[src/rtl/mem_arbiter.sv]
// mem_arbiter: shares one single-cycle memory port between an instruction
// fetch port (I) and a data port (D).
//
// Ports:
//   clk, rst          rising-edge clock, asynchronous active-high reset
//   i_req_*           fetch request  (valid/ready, byte address)
//   i_rsp_*           fetch response (valid/ready, 32-bit instruction, misalign error)
//   d_req_*           data request   (valid/ready, wr, byte strobes, address, wdata)
//   d_rsp_*           data response  (valid/ready, strobe-masked rdata, error)
//   mem_*             shared memory port; mem_rdata/mem_error are same-cycle
//   dbg_state         current FSM state (IDLE=0, ACC_I=1, ACC_D=2)
//
// Handshake rule (all four channels): a transfer happens on the rising edge
// where valid and ready are both high. A response register holds its contents
// while valid=1 and ready=0, and clears on the transfer.
//
// Each accepted request spends one cycle in ACC_x driving the memory port.
// Its response is registered at the end of that cycle, so the response is
// visible two cycles after acceptance.
module mem_arbiter #(
  parameter int XLEN = 64,
  parameter int AW   = 27
) (
  input  logic              clk,
  input  logic              rst,
  input  logic              i_req_valid,
  output logic              i_req_ready,
  input  logic [AW-1:0]     i_req_addr,
  output logic              i_rsp_valid,
  input  logic              i_rsp_ready,
  output logic [31:0]       i_rsp_instr,
  output logic              i_rsp_err,
  input  logic              d_req_valid,
  output logic              d_req_ready,
  input  logic              d_req_wr,
  input  logic [XLEN/8-1:0] d_req_strb,
  input  logic [AW-1:0]     d_req_addr,
  input  logic [XLEN-1:0]   d_req_wdata,
  output logic              d_rsp_valid,
  input  logic              d_rsp_ready,
  output logic [XLEN-1:0]   d_rsp_rdata,
  output logic              d_rsp_err,
  output logic              mem_cen,
  output logic              mem_wr,
  output logic [XLEN/8-1:0] mem_strb,
  output logic [AW-1:0]     mem_addr,
  output logic [XLEN-1:0]   mem_wdata,
  input  logic [XLEN-1:0]   mem_rdata,
  input  logic              mem_error,
  output logic [1:0]        dbg_state
);

  localparam int SW = XLEN / 8;
  localparam logic [SW-1:0] FETCH_STRB = SW'(4'hF);

  typedef enum logic [1:0] {
    IDLE  = 2'd0,
    ACC_I = 2'd1,
    ACC_D = 2'd2
  } state_t;

  state_t state_q, state_d;

  // 1: last accepted request was D, so I wins the next tie.
  logic last_d_q;

  // Request captured at acceptance and replayed onto the memory port in ACC_x.
  logic              cap_wr_q;
  logic [SW-1:0]     cap_strb_q;
  logic [AW-1:0]     cap_addr_q;
  logic [XLEN-1:0]   cap_wdata_q;
  // Access completes without touching memory (misaligned fetch or empty strobe).
  logic              cap_nop_q;

  logic i_elig, d_elig, grant_i, grant_d, i_acc, d_acc;
  logic [XLEN-1:0] strb_mask;

  assign dbg_state = state_q;

  // A port with an unconsumed response is not eligible; round-robin only
  // matters when both ports are eligible.
  always_comb begin
    i_elig  = i_req_valid && !i_rsp_valid;
    d_elig  = d_req_valid && !d_rsp_valid;
    grant_i = i_elig && (!d_elig || last_d_q);
    grant_d = d_elig && (!i_elig || !last_d_q);
  end

  assign i_req_ready = !rst && (state_q == IDLE) && grant_i;
  assign d_req_ready = !rst && (state_q == IDLE) && grant_d;
  assign i_acc       = i_req_valid && i_req_ready;
  assign d_acc       = d_req_valid && d_req_ready;

  always_comb begin
    state_d = state_q;
    case (state_q)
      IDLE: begin
        if (i_acc)      state_d = ACC_I;
        else if (d_acc) state_d = ACC_D;
      end
      ACC_I:   state_d = IDLE;
      ACC_D:   state_d = IDLE;
      default: state_d = IDLE;
    endcase
  end

  // Memory port is all-zero outside ACC_x; the fetch capture already holds
  // wr=0, the fixed low-word strobe and zero write data.
  always_comb begin
    mem_cen   = 1'b0;
    mem_wr    = 1'b0;
    mem_strb  = '0;
    mem_addr  = '0;
    mem_wdata = '0;
    if (state_q == ACC_I || state_q == ACC_D) begin
      mem_cen   = !cap_nop_q;
      mem_wr    = cap_wr_q;
      mem_strb  = cap_strb_q;
      mem_addr  = cap_addr_q;
      mem_wdata = cap_wdata_q;
    end
  end

  always_comb begin
    strb_mask = '0;
    for (int b = 0; b < SW; b++) begin
      strb_mask[b*8 +: 8] = {8{cap_strb_q[b]}};
    end
  end

  always_ff @(posedge clk or posedge rst) begin
    if (rst) begin
      state_q     <= IDLE;
      last_d_q    <= 1'b1;
      cap_wr_q    <= 1'b0;
      cap_strb_q  <= '0;
      cap_addr_q  <= '0;
      cap_wdata_q <= '0;
      cap_nop_q   <= 1'b0;
    end else begin
      state_q <= state_d;
      if (i_acc) begin
        last_d_q    <= 1'b0;
        cap_wr_q    <= 1'b0;
        cap_strb_q  <= FETCH_STRB;
        cap_addr_q  <= i_req_addr;
        cap_wdata_q <= '0;
        cap_nop_q   <= (i_req_addr[1:0] != 2'b00);
      end else if (d_acc) begin
        last_d_q    <= 1'b1;
        cap_wr_q    <= d_req_wr;
        cap_strb_q  <= d_req_strb;
        cap_addr_q  <= d_req_addr;
        cap_wdata_q <= d_req_wdata;
        cap_nop_q   <= (d_req_strb == '0);
      end
    end
  end

  // Response registers. They are always empty during ACC_x of their own port
  // (eligibility required it), so load and clear never collide.
  always_ff @(posedge clk or posedge rst) begin
    if (rst) begin
      i_rsp_valid <= 1'b0;
      i_rsp_instr <= '0;
      i_rsp_err   <= 1'b0;
    end else if (state_q == ACC_I) begin
      i_rsp_valid <= 1'b1;
      i_rsp_instr <= cap_nop_q ? 32'h0 : mem_rdata[31:0];
      i_rsp_err   <= cap_nop_q;
    end else if (i_rsp_valid && i_rsp_ready) begin
      i_rsp_valid <= 1'b0;
      i_rsp_instr <= '0;
      i_rsp_err   <= 1'b0;
    end
  end

  always_ff @(posedge clk or posedge rst) begin
    if (rst) begin
      d_rsp_valid <= 1'b0;
      d_rsp_rdata <= '0;
      d_rsp_err   <= 1'b0;
    end else if (state_q == ACC_D) begin
      d_rsp_valid <= 1'b1;
      d_rsp_rdata <= cap_wr_q ? '0 : (mem_rdata & strb_mask);
      d_rsp_err   <= cap_nop_q ? 1'b0 : mem_error;
    end else if (d_rsp_valid && d_rsp_ready) begin
      d_rsp_valid <= 1'b0;
      d_rsp_rdata <= '0;
      d_rsp_err   <= 1'b0;
    end
  end

endmodule

[config.mk]
export PLATFORM = sky130hd
export DESIGN_NAME = mem_arbiter
export DESIGN_NICKNAME = d
export VERILOG_FILES = /design/src/rtl/mem_arbiter.sv
export SDC_FILE = /design/constraint.sdc
export NUM_CORES = 1
export LEC_CHECK = 0
export CAP_MARGIN = 5
export CORE_AREA = 2 2 158 160
export DETAILED_ROUTE_END_ITERATION = 8
export DIE_AREA = 0 0 160 162
export HOLD_SLACK_MARGIN = 0.15
export PLACE_DENSITY = 0.81
export RECOVER_POWER = 100
export SLEW_MARGIN = 20
export SYNTH_ARGS = -nofsm -noshare
export SYNTH_HDL_FRONTEND = slang
export SYNTH_SLANG_ARGS = --single-unit
[constraint.sdc]
create_clock -name clk -period 6.8 [get_ports clk]
set_clock_uncertainty 0.2 [all_clocks]
set_input_delay 0.68 -clock clk [delete_from_list [all_inputs] [get_ports clk]]
set_output_delay 0.68 -clock clk [all_outputs]
set_load 0.05 [all_outputs]
* After elaboration in Yosys (flattened, before gate mapping) *
Index checks and enable logic that the tools add are counted.

cells by class
  add/sub/neg operators = 0
  $mul = 0
  divide/modulo/power cells = 0
  magnitude comparators = 0
  equal/unequal tests = 3
  shift operators = 0
  multiplexer cells = 33
  bitwise logic cells = 1
  reductions and logical operators = 27

operators with widths
  operator            number
  $mux 64             6
  $mux 32             3
  $mux 27             3
  $and 64x64->64      1
  $mux 8              3
  $mux 1              15
  $logic_and 1x1->1   11
  $logic_not 8->1     1
  $reduce_bool 2->1   4
  $logic_not 1->1     7
  $mux 2              3
  $logic_or 1x1->1    3
  $ne 3x3->1 const B  1
  $eq 2x1->1 const B  1
  $eq 2x2->1 const B  1
  $logic_not 2->1     1

storage, ports and cells
  register bits after elaboration = 204
  latch bits = 0
  memory bits (writable) = 0
  ROM bits = 0
  bits of input ports = 198
  word-level logic and storage cells = 77
  memories kept = 0

* Longest topological paths before layout *
Gate-level depths: netlist of the first run.

  word-level depth = 10
  gate-level depth with buffers = 8
  mapped depth without buffers = 6

* Least setup slack after synthesis of the first run *
No wires, ideal clock.

  path type = register to output
  start = register state_q[0] (netlist: dbg_state[0])
  end = output mem_cen
  data arrival time = 2.063 ns
  required time = 5.920 ns
  setup slack = 3.857 ns
  cell stages (with the launch flop) = 5
  buffers on the path = 1
  cells stage by stage = dfrtp_1 -> inv_1 -> ha_1 -> clkbuf_1 -> nor2b_1

between the ends
  word-level cells in the longest chain between the ends = 3
  elaborated cells on any way between the ends = 4
  those cells by class = eq/ne: 2; mux: 1; reduce/logical: 1

RTL lines
  what                                             RTL line  RTL
  start: declaration                               62        state_t state_q, state_d;
  start signal: assignment                         141       state_q <= state_d;
  $eq 2x1->1 / $eq 2x2->1 (equally long branches)  115       if (state_q == ACC_I || state_q == ACC_D) begin
  $logic_or 1x1->1 (*)                             115
  $mux 1 (*)                                       115
  end: declaration                                 43        output logic mem_cen,

Every way passes the cells marked *; elsewhere a longest branch is shown, timed or not.

* Worst setup path in the final report of the first run *
  start = input rst
  end = register cap_addr_q[5]

between the ends
  word-level cells in the longest chain between the ends = 5
  elaborated cells on any way between the ends = 8
  those cells by class = mux: 1; reduce/logical: 7

RTL lines
  what                                                 RTL line  RTL
  start: declaration                                   25        input logic rst,
  $logic_not 1->1 (no line) (*)                        -
  $logic_and 1x1->1 (*)                                89, 90
  $logic_and 1x1->1 (on tied branches)                 89, 90
  $logic_and 1x1->1 (on tied branches)                 91, 92
  $mux 27 / $reduce_bool 2->1 (equally long branches)  -
  end signal: assignment                               146       cap_addr_q <= i_req_addr;
  end signal: assignment                               153       cap_addr_q <= d_req_addr;
  end: declaration                                     70        logic [AW-1:0] cap_addr_q;

Marked as above.
A chain may end at the register's enable or synchronous reset.

==> flow_summary.yaml, run 1 <==
outcome:
  status: "complete, but fails checks"
  violations: "capacitance limit, slew limit"
layout:
  final_common_cell: "dlygate4sd3_1"
  syn_to_final_growth_pct: 59.1
  finalNetCount: 1221
  layout_common_cells: "dlygate4sd3_1 (205), dfrtp_1 (203), clkdlybuf4s50_1 (197)"
  final_core_util_pct: 55.0
  drive_above_1_share_pct: 4.83
  fillers: 2007
  final_cells: 1359
  diodes: 0
power:
  powerDensity_nw_per_um2: 538
  vdd_drop_max_mv: 0.304
  p_leak_nw: 6.36
place:
  numPortBuffers: 402
  place.gp.congestion: 0.812
  dp_hpwl_mm: 19.8
  dp_cells: 1319
min_path:
  hold_path.class: "reg -> reg"
  holdPathStages: 1
  hp-start: "cap_wdata_q[11]$_DFFE_PP0P_"
  hold_path_end: "cap_wdata_q[11]$_DFFE_PP0P_"
setup_path:
  critPathSlowestCell: "a2bb2oi_1"
  arrival_ns: 5.24
  reg2reg_from: "dbg_state[0]$_DFFE_PP0P_"
  critical_path.cell_chain: "dlygate4sd3_1 > nand4bb_1 > clkbuf_1 > a2bb2oi_1 > buf_4 > a221o_1"
  cp-start-kind: "primary input"
  slowest_delay_ns: 1.42
  cp.required_ns: 7.02
  critical_path_class: "in -> reg"
  worstReg2RegEnd: "cap_addr_q[5]$_DFFE_PP0P_"
  worstRegToRegCells: 7
  crit_path_end_kind: "flip-flop"
  rrSetupSlack_ns: 1.85
  crit_fanout: 79
synth:
  yosys-top-cells-area: "dfrtp_1 (61%), a22o_1 (17%), and2_1 (7.8%)"
  async_reset_ff_share_pct: 100
  ys_ff_latch: 204
  synth_edf_count: 0
  synth_warnings: 0
  yosysTopAreaCell: "dfrtp_1"
  ys_seq_area_share_pct: 61.3
  synthCells: 643
  netlist_area_um2: 8330
  ys_types: 37
  yosysTopAreaCellShare_pct: 61.0
  ys.flop_type: "dfrtp_1"
  syn_area_per_cell_um2: 13.0
  synth_nets: 844
clock_tree:
  cts_setup_buffers: 0
  clockBufferDepth: 3
  cts_resized: 0
  cts_made_buffers: 23
  cts.sinks: 204
  clk_latency_ns: 0.50
  clk_pin_slew_ns: 0.06
  htreeDepth: 1
  ctsHoldBuffers: 0
  cts_tree: "built"
  cts_root_buf: "clkbuf_16"
sta:
  setup_violations: 0
  fin_setup_tns_ns: 0
  drv_slew: 339
  tightest_slew_ns: 3.00
  fin_crit_ns: 5.02
  rsz0062_at_grt: "no"
  slew_headroom_pct: -100
  hold_viol_final: 0
  clock.fmax_mhz: 199
  fin_crit_sh_pct: 73.8
drt:
  topRoutingLayerUsed: "met4"
  wl_met3_mm: 2.63
  dr_total_vias: 7027
  drt-total-wl_mm: 27.9
  dr.pass1.iters: 5
  wl_met1_mm: 10.7
  routedWlPerCell_um: 20.5
  ant_nets: 0
  drc: 0
  drt_iter0_markers: 500
  wl_met2_mm: 13.9
  via_per_inst: 5.17
die:
  die_y_um: 162
  start_util_pct: 34.6
  die_w_um: 160
  pin_count: 403
  rows: 57
  die-area_um2: 25900
  core_um2: 24100
run:
  max_cap_viol_count: 7
global_route:
  grt.overflow.total: 0
  grt_pass1_wl_mm: 42.6
  grt_usage_pct: 20.8
  grt_start_max_net_pins: 141
  grt_pass1_vias: 7244
  antenna_found_initial: 0
flip-flops by register name, indices dropped and copies added, names as in the netlist:
signal,cells
cap_nop_q,1
last_d_q,1
d_rsp_err,1
cap_addr_q,27
cap_wr_q,1
i_rsp_instr,32
d_rsp_rdata,64
i_rsp_err,1
d_rsp_valid,1
cap_wdata_q,64
cap_strb_q,8
i_rsp_valid,1
dbg_state,2
critical path, delay by kind of cell:
family,cells,cell delay (ns)
AND/OR/NAND/NOR,1,0.17
AO/OA/AOI/OAI,2,1.69
buffers and inverters,3,2.62
power by group:
part | internal [mW] | switching (mW)
clock network | 0.693 | 0.486
logic | 1.29 | 2.61
registers | 1.73 | 0.317
total | 3.71 | 3.42
stage by stage:
| step | power, mW | hold WS [ns] | instance area, um2 | worst slack [ns] |
|---|---|---|---|---|
| after detailed placement | 6.18 | 0.277 | 12600 | 3.01 |
| after floorplan | 4.74 | 0.258 | 8330 | 0.354 |
| after CTS | 7.40 | 0.293 | 13300 | 2.48 |
| final | 7.13 | 0.288 | 13300 | 1.78 |
| after global placement | 6.12 | 0.273 | 12600 | 3.05 |
| after global routing | 7.46 | 0.309 | 13300 | 1.44 |
logic make-up (layout without fill, tap and decap cells):
logic type               after synthesis  count (layout)  synth area share (%)
AO/OA/AOI/OAI                        209             209                  22.1
adder cells (fa/ha/maj)                3               3                 0.451
buffers and inverters                 71             463                  3.84
flip-flops                           204             204                  61.3
AND/OR/NAND/NOR                      156             156                  12.3
Yosys cell counts (2+ instances only):
cell type / number
dfrtp_1: 203
o21ai_0: 5
nor2_1: 2
nor3_1: 2
nor2b_1: 3
and2_1: 104
buf_4: 8
buf_2: 13
nand2_1: 2
a22o_1: 166
ha_1: 3
a21oi_1: 2
inv_1: 11
a31oi_1: 3
nand3_1: 2
and2_0: 4
nor3b_1: 25
nor4_1: 3
clkbuf_1: 36
a21o_1: 2
a2bb2oi_1: 4
a221o_1: 25
worst max-delay path by stage:
stage	from	endpoint	slack [ns]
after global placement	dbg_state[1]$_DFFE_PP0P_	mem_wdata[7]	3.05
after CTS	dbg_state[1]$_DFFE_PP0P_	mem_wdata[7]	2.48
after floorplan	rst	cap_addr_q[0]$_DFFE_PP0P_	0.35
final	rst	cap_addr_q[5]$_DFFE_PP0P_	1.78
after detailed placement	dbg_state[1]$_DFFE_PP0P_	mem_wdata[7]	3.01
after global routing	rst	i_rsp_instr[3]$_DFFE_PP0P_	1.44
routing by layer:
| layer | vias up | GRT usage (%) |
|---|---|---|
| met5 | - | 0 |
| met1 | 3482 | 24.7 |
| met4 | 0 | 5.81 |
| met2 | 350 | 36.4 |
| met3 | 52 | 6.66 |
| li1 | 3143 | - |
cell type report:
cell class	instances	area (um2)	area share (%)
repair buffers	411	4080	30.8
clock inverters	9	77.6	0.585
flip-flops and latches	204	5110	38.5
multi-input cells	368	2900	21.9
inverters	12	50.0	0.378
clock buffers	31	636	4.80
well taps	324	405	3.06
(Power assumes the default switching activity.)
==> run 2: changes to the inputs <==
Clock period 6.8 ns to 4.3 ns, I/O delays scaled along.
==> run 2 against run 1 <==
  * Wire length rose by 0.24%
  * The run still ends with capacitance limit, slew limit left
  * Cell area rose by 0.35%
  * Critical path depth rose by 2
  * Via count barely moved
  * Die area did not move
  * Clock-buffer cell count fell by 4
  * Largest power group unchanged
  * Critical endpoint is now cap_wdata_q[60]$_DFFE_PP0P_
  * Highest routed layer unchanged
  * Flip-flop and latch count did not move
  * Worst hold slack got worse by 0.0019 ns
==> flow_summary.yaml, run 2 (same netlist as run 1, synthesis figures left out) <==
clock_tree:
  cts.sinks: 204
  clk_latency_ns: 0.50
  htreeDepth: 1
  cts_setup_buffers: 0
  ctsHoldBuffers: 0
  clockBufferDepth: 3
  cts_resized: 0
  cts_made_buffers: 21
  cts_tree: "built"
  clk_pin_slew_ns: 0.06
  cts_root_buf: "clkbuf_16"
setup_path:
  critical_path.cell_chain: "inv_1 > ha_2 > and4bb_1 > nand2_1 > clkinv_2 > clkbuf_1 > clkbuf_4 > a22o_1"
  cp_top_family: "buffers and inverters"
  critical_path_class: "reg -> reg"
  worstRegToRegCells: 8
  critPathSlowestCell: "clkbuf_4"
  worst-path-buf-inv: 4
  arrival_ns: 3.98
  slowest_delay_ns: 0.90
  cp.required_ns: 4.53
  cp-start-kind: "flip-flop"
  crit_fanout: 73
  crit_path_end_kind: "flip-flop"
  cp.depth: 8
sta:
  rsz0062_at_grt: "no"
  fin_crit_ns: 3.75
  tightest_slew_ns: 2.22
  clock.fmax_mhz: 266
  drv_slew: 114
  setup_violations: 0
  hold_viol_final: 0
  fin_setup_tns_ns: 0
  fin_crit_sh_pct: 87.3
  slew_headroom_pct: -48.5
  fin_ws_ns: 0.547
layout:
  final_common_cell: "dlygate4sd3_1"
  diodes: 0
  drive_above_1_share_pct: 4.83
  top_regs: "cap_wdata_q (64), d_rsp_rdata (64), i_rsp_instr (32)"
  syn_to_final_growth_pct: 59.6
  layout_common_cells: "dlygate4sd3_1 (204), dfrtp_1 (203), clkdlybuf4s50_1 (197)"
  final_cells: 1359
  finalNetCount: 1222
  fin_area_um2: 13300
power:
  vdd_drop_max_mv: 0.512
  finalPower_mw: 11.3
  powerDensity_nw_per_um2: 852
  p_leak_nw: 6.37
place:
  place_area_um2: 12700
  preCtsSetupSlack_ns: 1.11
  place.gp.congestion: 0.838
  dp_hpwl_mm: 20.1
  numPortBuffers: 402
  dp_cells: 1322
global_route:
  grt_start_max_net_pins: 87
  grt_pass1_wl_mm: 43.5
  antenna_found_initial: 0
  grt_pass1_vias: 7440
  grt_usage_pct: 21.1
  grt.overflow.total: 0
outcome:
  violations: "capacitance limit, slew limit"
  status: "complete, but fails checks"
die:
  die-area_um2: 25900
  start_util_pct: 34.6
  die_w_um: 160
  core_um2: 24100
  pin_count: 403
  rows: 57
  die_y_um: 162
drt:
  drc: 0
  drt-total-wl_mm: 28.0
  dr.pass1.iters: 5
  dr_total_vias: 7025
  routedWlPerCell_um: 20.6
  drt_iter0_markers: 438
  via_per_inst: 5.17
  ant_nets: 0
run:
  max_cap_viol_count: 4
min_path:
  hold_path.class: "reg -> reg"
  holdPathStages: 1
[run 2: cell count changes in the layout (fill, tap and decap cells not counted), moves of 2 or more]
cell | before | now
buf_12 | 0 | 4
buf_4 | 5 | 3
clkbuf_16 | 23 | 21
bufinv_16 | 1 | 3
[run 2: final cells by class]
class | instances | area [um2]
timing repair buffer | 414 | 4140
tap | 324 | 405
sequential | 204 | 5110
clock inverter | 10 | 131
multi-input combinational | 368 | 2900
clock buffer | 27 | 568
inverter | 12 | 47.5
fill | 2014 | 10800
[run 2: final timing paths]
kind	startpoint	end	slack (ns)
worst max-delay path	dbg_state[1]$_DFFE_PP0P_	cap_wdata_q[60]$_DFFE_PP0P_	0.55
worst min-delay path	d_rsp_err$_DFFE_PP0P_	d_rsp_err$_DFFE_PP0P_	0.29
worst max register to register	dbg_state[1]$_DFFE_PP0P_	cap_wdata_q[60]$_DFFE_PP0P_	0.55
worst min register to register	d_rsp_err$_DFFE_PP0P_	d_rsp_err$_DFFE_PP0P_	0.29
max in group asynchronous	rst	cap_wdata_q[48]$_DFFE_PP0P_	2.09
min in group asynchronous	rst	cap_addr_q[7]$_DFFE_PP0P_	0.69
[run 2: metrics by stage]
| stage | hold slack, ns | utilization [%] |
|---|---|---|
| floorplan | 0.258 | - |
| global placement | 0.272 | 52.5 |
| detailed placement | 0.277 | 52.5 |
| CTS | 0.295 | 55.4 |
| global route | 0.308 | 55.2 |
| finish | 0.286 | 55.2 |
[run 2: where the power goes]
| group | internal [mW] | leakage (nW) | switching, mW | total, mW |
|---|---|---|---|---|
| sequential | 2.73 | 2.67 | 0.520 | 3.25 |
| combinational | 2.08 | 3.36 | 4.12 | 6.20 |
| clock | 1.11 | 0.345 | 0.764 | 1.88 |
| total | 5.93 | 6.37 | 5.40 | 11.3 |
[run 2: worst register-to-register path, cell delays in order, from the launching register on]
cell and delay (ns):
dfrtp_1 0.40, inv_1 0.09, ha_2 0.24, and4bb_1 0.35
nand2_1 0.24, clkinv_2 0.10, clkbuf_1 0.87, clkbuf_4 0.90
a22o_1 0.30
[run 2: layer usage]
metal | routed length (um) | track usage [%]
met5 | 0 | 0
met4 | 634 | 5.49
met3 | 2230 | 4.75
met2 | 13900 | 37.0
met1 | 11200 | 26.5
==> run 3: changes to the inputs <==
Settings changed: ABC_AREA set to 1, CORE_AREA 2 2 158 160 to not set, CORE_ASPECT_RATIO set to 1.75, CORE_MARGIN set to 2, CORE_UTILIZATION set to 39, DIE_AREA 0 0 160 162 to not set, PLACE_DENSITY 0.81 to 0.87, RECOVER_POWER 100 to 25.
==> run 3 against run 2 <==
  * The run still ends with capacitance limit, slew limit left
  * Non-clock buffer count down 3
  * Clock power is essentially flat
  * First-iteration DRC count rose by 48%
  * Power rose by 6.1%
  * Global-route usage grew 3.3 points
  * Wire length increased by 12%
  * Sequential power rose by 2%
  * Combinational power grew 9.7%
  * Die area down 2.5%
  * Synthesized cell count grew 86%
  * Final cell count rose by 38%
  * Core utilization increased by 4.6 points
==> flow_summary.yaml, run 3 <==
outcome:
  status: "complete, but fails checks"
  violations: "capacitance limit, slew limit"
setup_path:
  critPathSlowestCell: "clkdlybuf4s50_1"
  critical_path_class: "reg -> out"
  worst-path-buf-inv: 4
  arrival_ns: 2.97
  cp-start-kind: "flip-flop"
  cp.required_ns: 3.67
  worstRegToRegCells: 6
  cpMostUsedCell: "inv_1"
  critical_path.cell_chain: "inv_1 > ha_4 > buf_12 > nand2_1 > inv_1 > clkdlybuf4s50_1"
  cp.depth: 6
  cp_top_family: "buffers and inverters"
  slowest_delay_ns: 0.81
  crit_path_end_kind: "output pin"
  crit_fanout: 68
run:
  max_cap_viol_count: 1
clock_tree:
  ctsHoldBuffers: 1
  cts_made_buffers: 20
  htreeDepth: 1
  clk_latency_ns: 0.50
  clk_pin_slew_ns: 0.07
  cts_setup_buffers: 0
  clockBufferDepth: 3
  cts_root_buf: "clkbuf_16"
  cts_resized: 0
  cts_tree: "built"
  cts.sinks: 204
min_path:
  hold_path.class: "in -> reg"
  holdPathStages: 3
place:
  dp_hpwl_mm: 22.4
  numPortBuffers: 402
  place_area_um2: 13500
  place.gp.congestion: 0.870
die:
  die_y_um: 209
  pin_count: 403
  die_w_um: 121
  rows: 75
  start_util_pct: 39.4
  die-area_um2: 25300
  core_um2: 23700
layout:
  final_common_cell: "nand2_1"
  finalNetCount: 1753
  layout_common_cells: "nand2_1 (474), clkdlybuf4s50_1 (318), dfrtp_1 (203)"
  drive_above_1_share_pct: 3.83
  syn_to_final_growth_pct: 51.9
  multiInputGateArea_um2: 3270
  fillers: 1986
  top_regs: "cap_wdata_q (64), d_rsp_rdata (64), i_rsp_instr (32)"
  fin_area_um2: 14200
  seqCellArea_um2: 5110
synth:
  synth_most_common_cell: "nand2_1"
  netlist_area_um2: 9340
  async_reset_ff_share_pct: 100
  yosys-top-cells-area: "dfrtp_1 (54%), nand2_1 (19%), nand3_1 (8.8%)"
  ys_ff_latch: 204
  ys_types: 23
  yosysTopAreaCell: "dfrtp_1"
  synth_edf_count: 0
  ys.flop_type: "dfrtp_1"
  syn_area_per_cell_um2: 7.81
  synth_nets: 1397
  synth_warnings: 0
  synthTopCellsByCount: "nand2_1 (477), dfrtp_1 (203), nand3_1 (165), inv_1 (148), o21ai_0 (88)"
  yosysTopAreaCellShare_pct: 54.4
  ys_seq_area_share_pct: 54.6
  synthCells: 1196
global_route:
  grt_pass1_vias: 9436
  grt_start_max_net_pins: 92
  grt.overflow.total: 0
  grt_pass1_wl_mm: 48.8
  grt_usage_pct: 24.4
  antenna_found_initial: 2
drt:
  drc: 0
  ant_nets: 0
  drt-total-wl_mm: 31.3
  dr.pass1.iters: 5
  dr_total_vias: 9309
  drt_iter0_markers: 647
  via_per_inst: 4.96
  routedWlPerCell_um: 16.7
power:
  p_leak_nw: 7.54
  vdd_drop_max_mv: 0.600
  powerDensity_nw_per_um2: 847
sta:
  slew_headroom_pct: -18.6
  fin_crit_sh_pct: 83.8
  clock.fmax_mhz: 277
  setup_violations: 0
  rsz0062_at_grt: "no"
  hold_viol_final: 0
  fin_setup_tns_ns: 0
  tightest_slew_ns: 1.78
  drv_slew: 71
  fin_crit_ns: 3.60
run 3: cell count changes in the layout (fill, tap and decap cells not counted), sizes merged, moves of 108 or more:
cell and delta:
dlygate4sd3 -121, nand2 +477, clkdlybuf4s50 +121, inv +140, a22o -166, and2 -108, nand3 +164
run 3: worst min-delay path, cell delays in order:
cell,delay (ns)
clkdlybuf4s50_1,0.39
nand2_1,0.06
nand2_1,0.05
run 3: per-stage QoR:
step	cells	util, %	worst slack [ns]	power [mW]	hold slack [ns]
2_1_floorplan	1196	-	0.752	7.86	0.242
3_5_place_dp	1837	56.7	1.20	10.3	0.258
5_1_grt	1875	59.8	0.541	12.7	0.245
4_1_cts	1874	59.8	0.649	12.2	0.244
6_report	1875	59.8	0.696	12.0	0.261
3_3_place_gp	1837	56.7	1.20	10.1	0.253
run 3: area by class of cell:
type                            count  share of cell area, %
Multi-Input combinational cell    761                   23.0
Tap cell                          308                   2.72
Sequential cell                   204                   36.0
Inverter                          154                   4.15
Clock inverter                      9                  0.882
Clock buffer                       27                   4.07
Timing Repair Buffer              411                   29.2
Antenna cell                        1                 0.0176
run 3: kinds of logic (layout without fill, tap and decap cells):
| logic type | count (synthesis) | in the layout | synth area share, % |
|---|---|---|---|
| flops | 204 | 204 | 54.6 |
| compound gates | 89 | 89 | 4.77 |
| buf+inv | 231 | 601 | 10.7 |
| other cells | 0 | 1 | 0 |
| fa+ha+maj | 3 | 3 | 0.402 |
| simple gates | 669 | 669 | 29.5 |
run 3: final timing paths:
path | slack (ns) | to | startpoint
max | 0.70 | mem_wdata[46] | dbg_state[0]$_DFFE_PP0P_
min | 0.26 | cap_wdata_q[47]$_DFFE_PP0P_ | d_req_wdata[47]
max reg2reg | 1.40 | i_rsp_err$_DFFE_PP0P_ | dbg_state[1]$_DFFE_PP0P_
min reg2reg | 0.27 | cap_wdata_q[20]$_DFFE_PP0P_ | cap_wdata_q[20]$_DFFE_PP0P_
max in group asynchronous | 1.20 | cap_wr_q$_DFFE_PP0P_ | rst
min in group asynchronous | 0.73 | cap_wdata_q[34]$_DFFE_PP0P_ | rst
run 3: per-layer routing:
| layer | GRT usage [%] | vias to the layer above | share of wire, % |
|---|---|---|---|
| met5 | 0 | - | 0.041 |
| met2 | 42.6 | 451 | 52 |
| met3 | 4.28 | 123 | 6.7 |
| met4 | 15.0 | 2 | 6.5 |
| met1 | 27.1 | 4354 | 35 |
| li1 | - | 4379 | - |
run 3: power by group:
| group | switching [mW] | internal [mW] |
|---|---|---|
| combinational | 4.80 | 2.00 |
| sequential | 0.582 | 2.75 |
| clock | 0.765 | 1.13 |
| total | 6.15 | 5.87 |
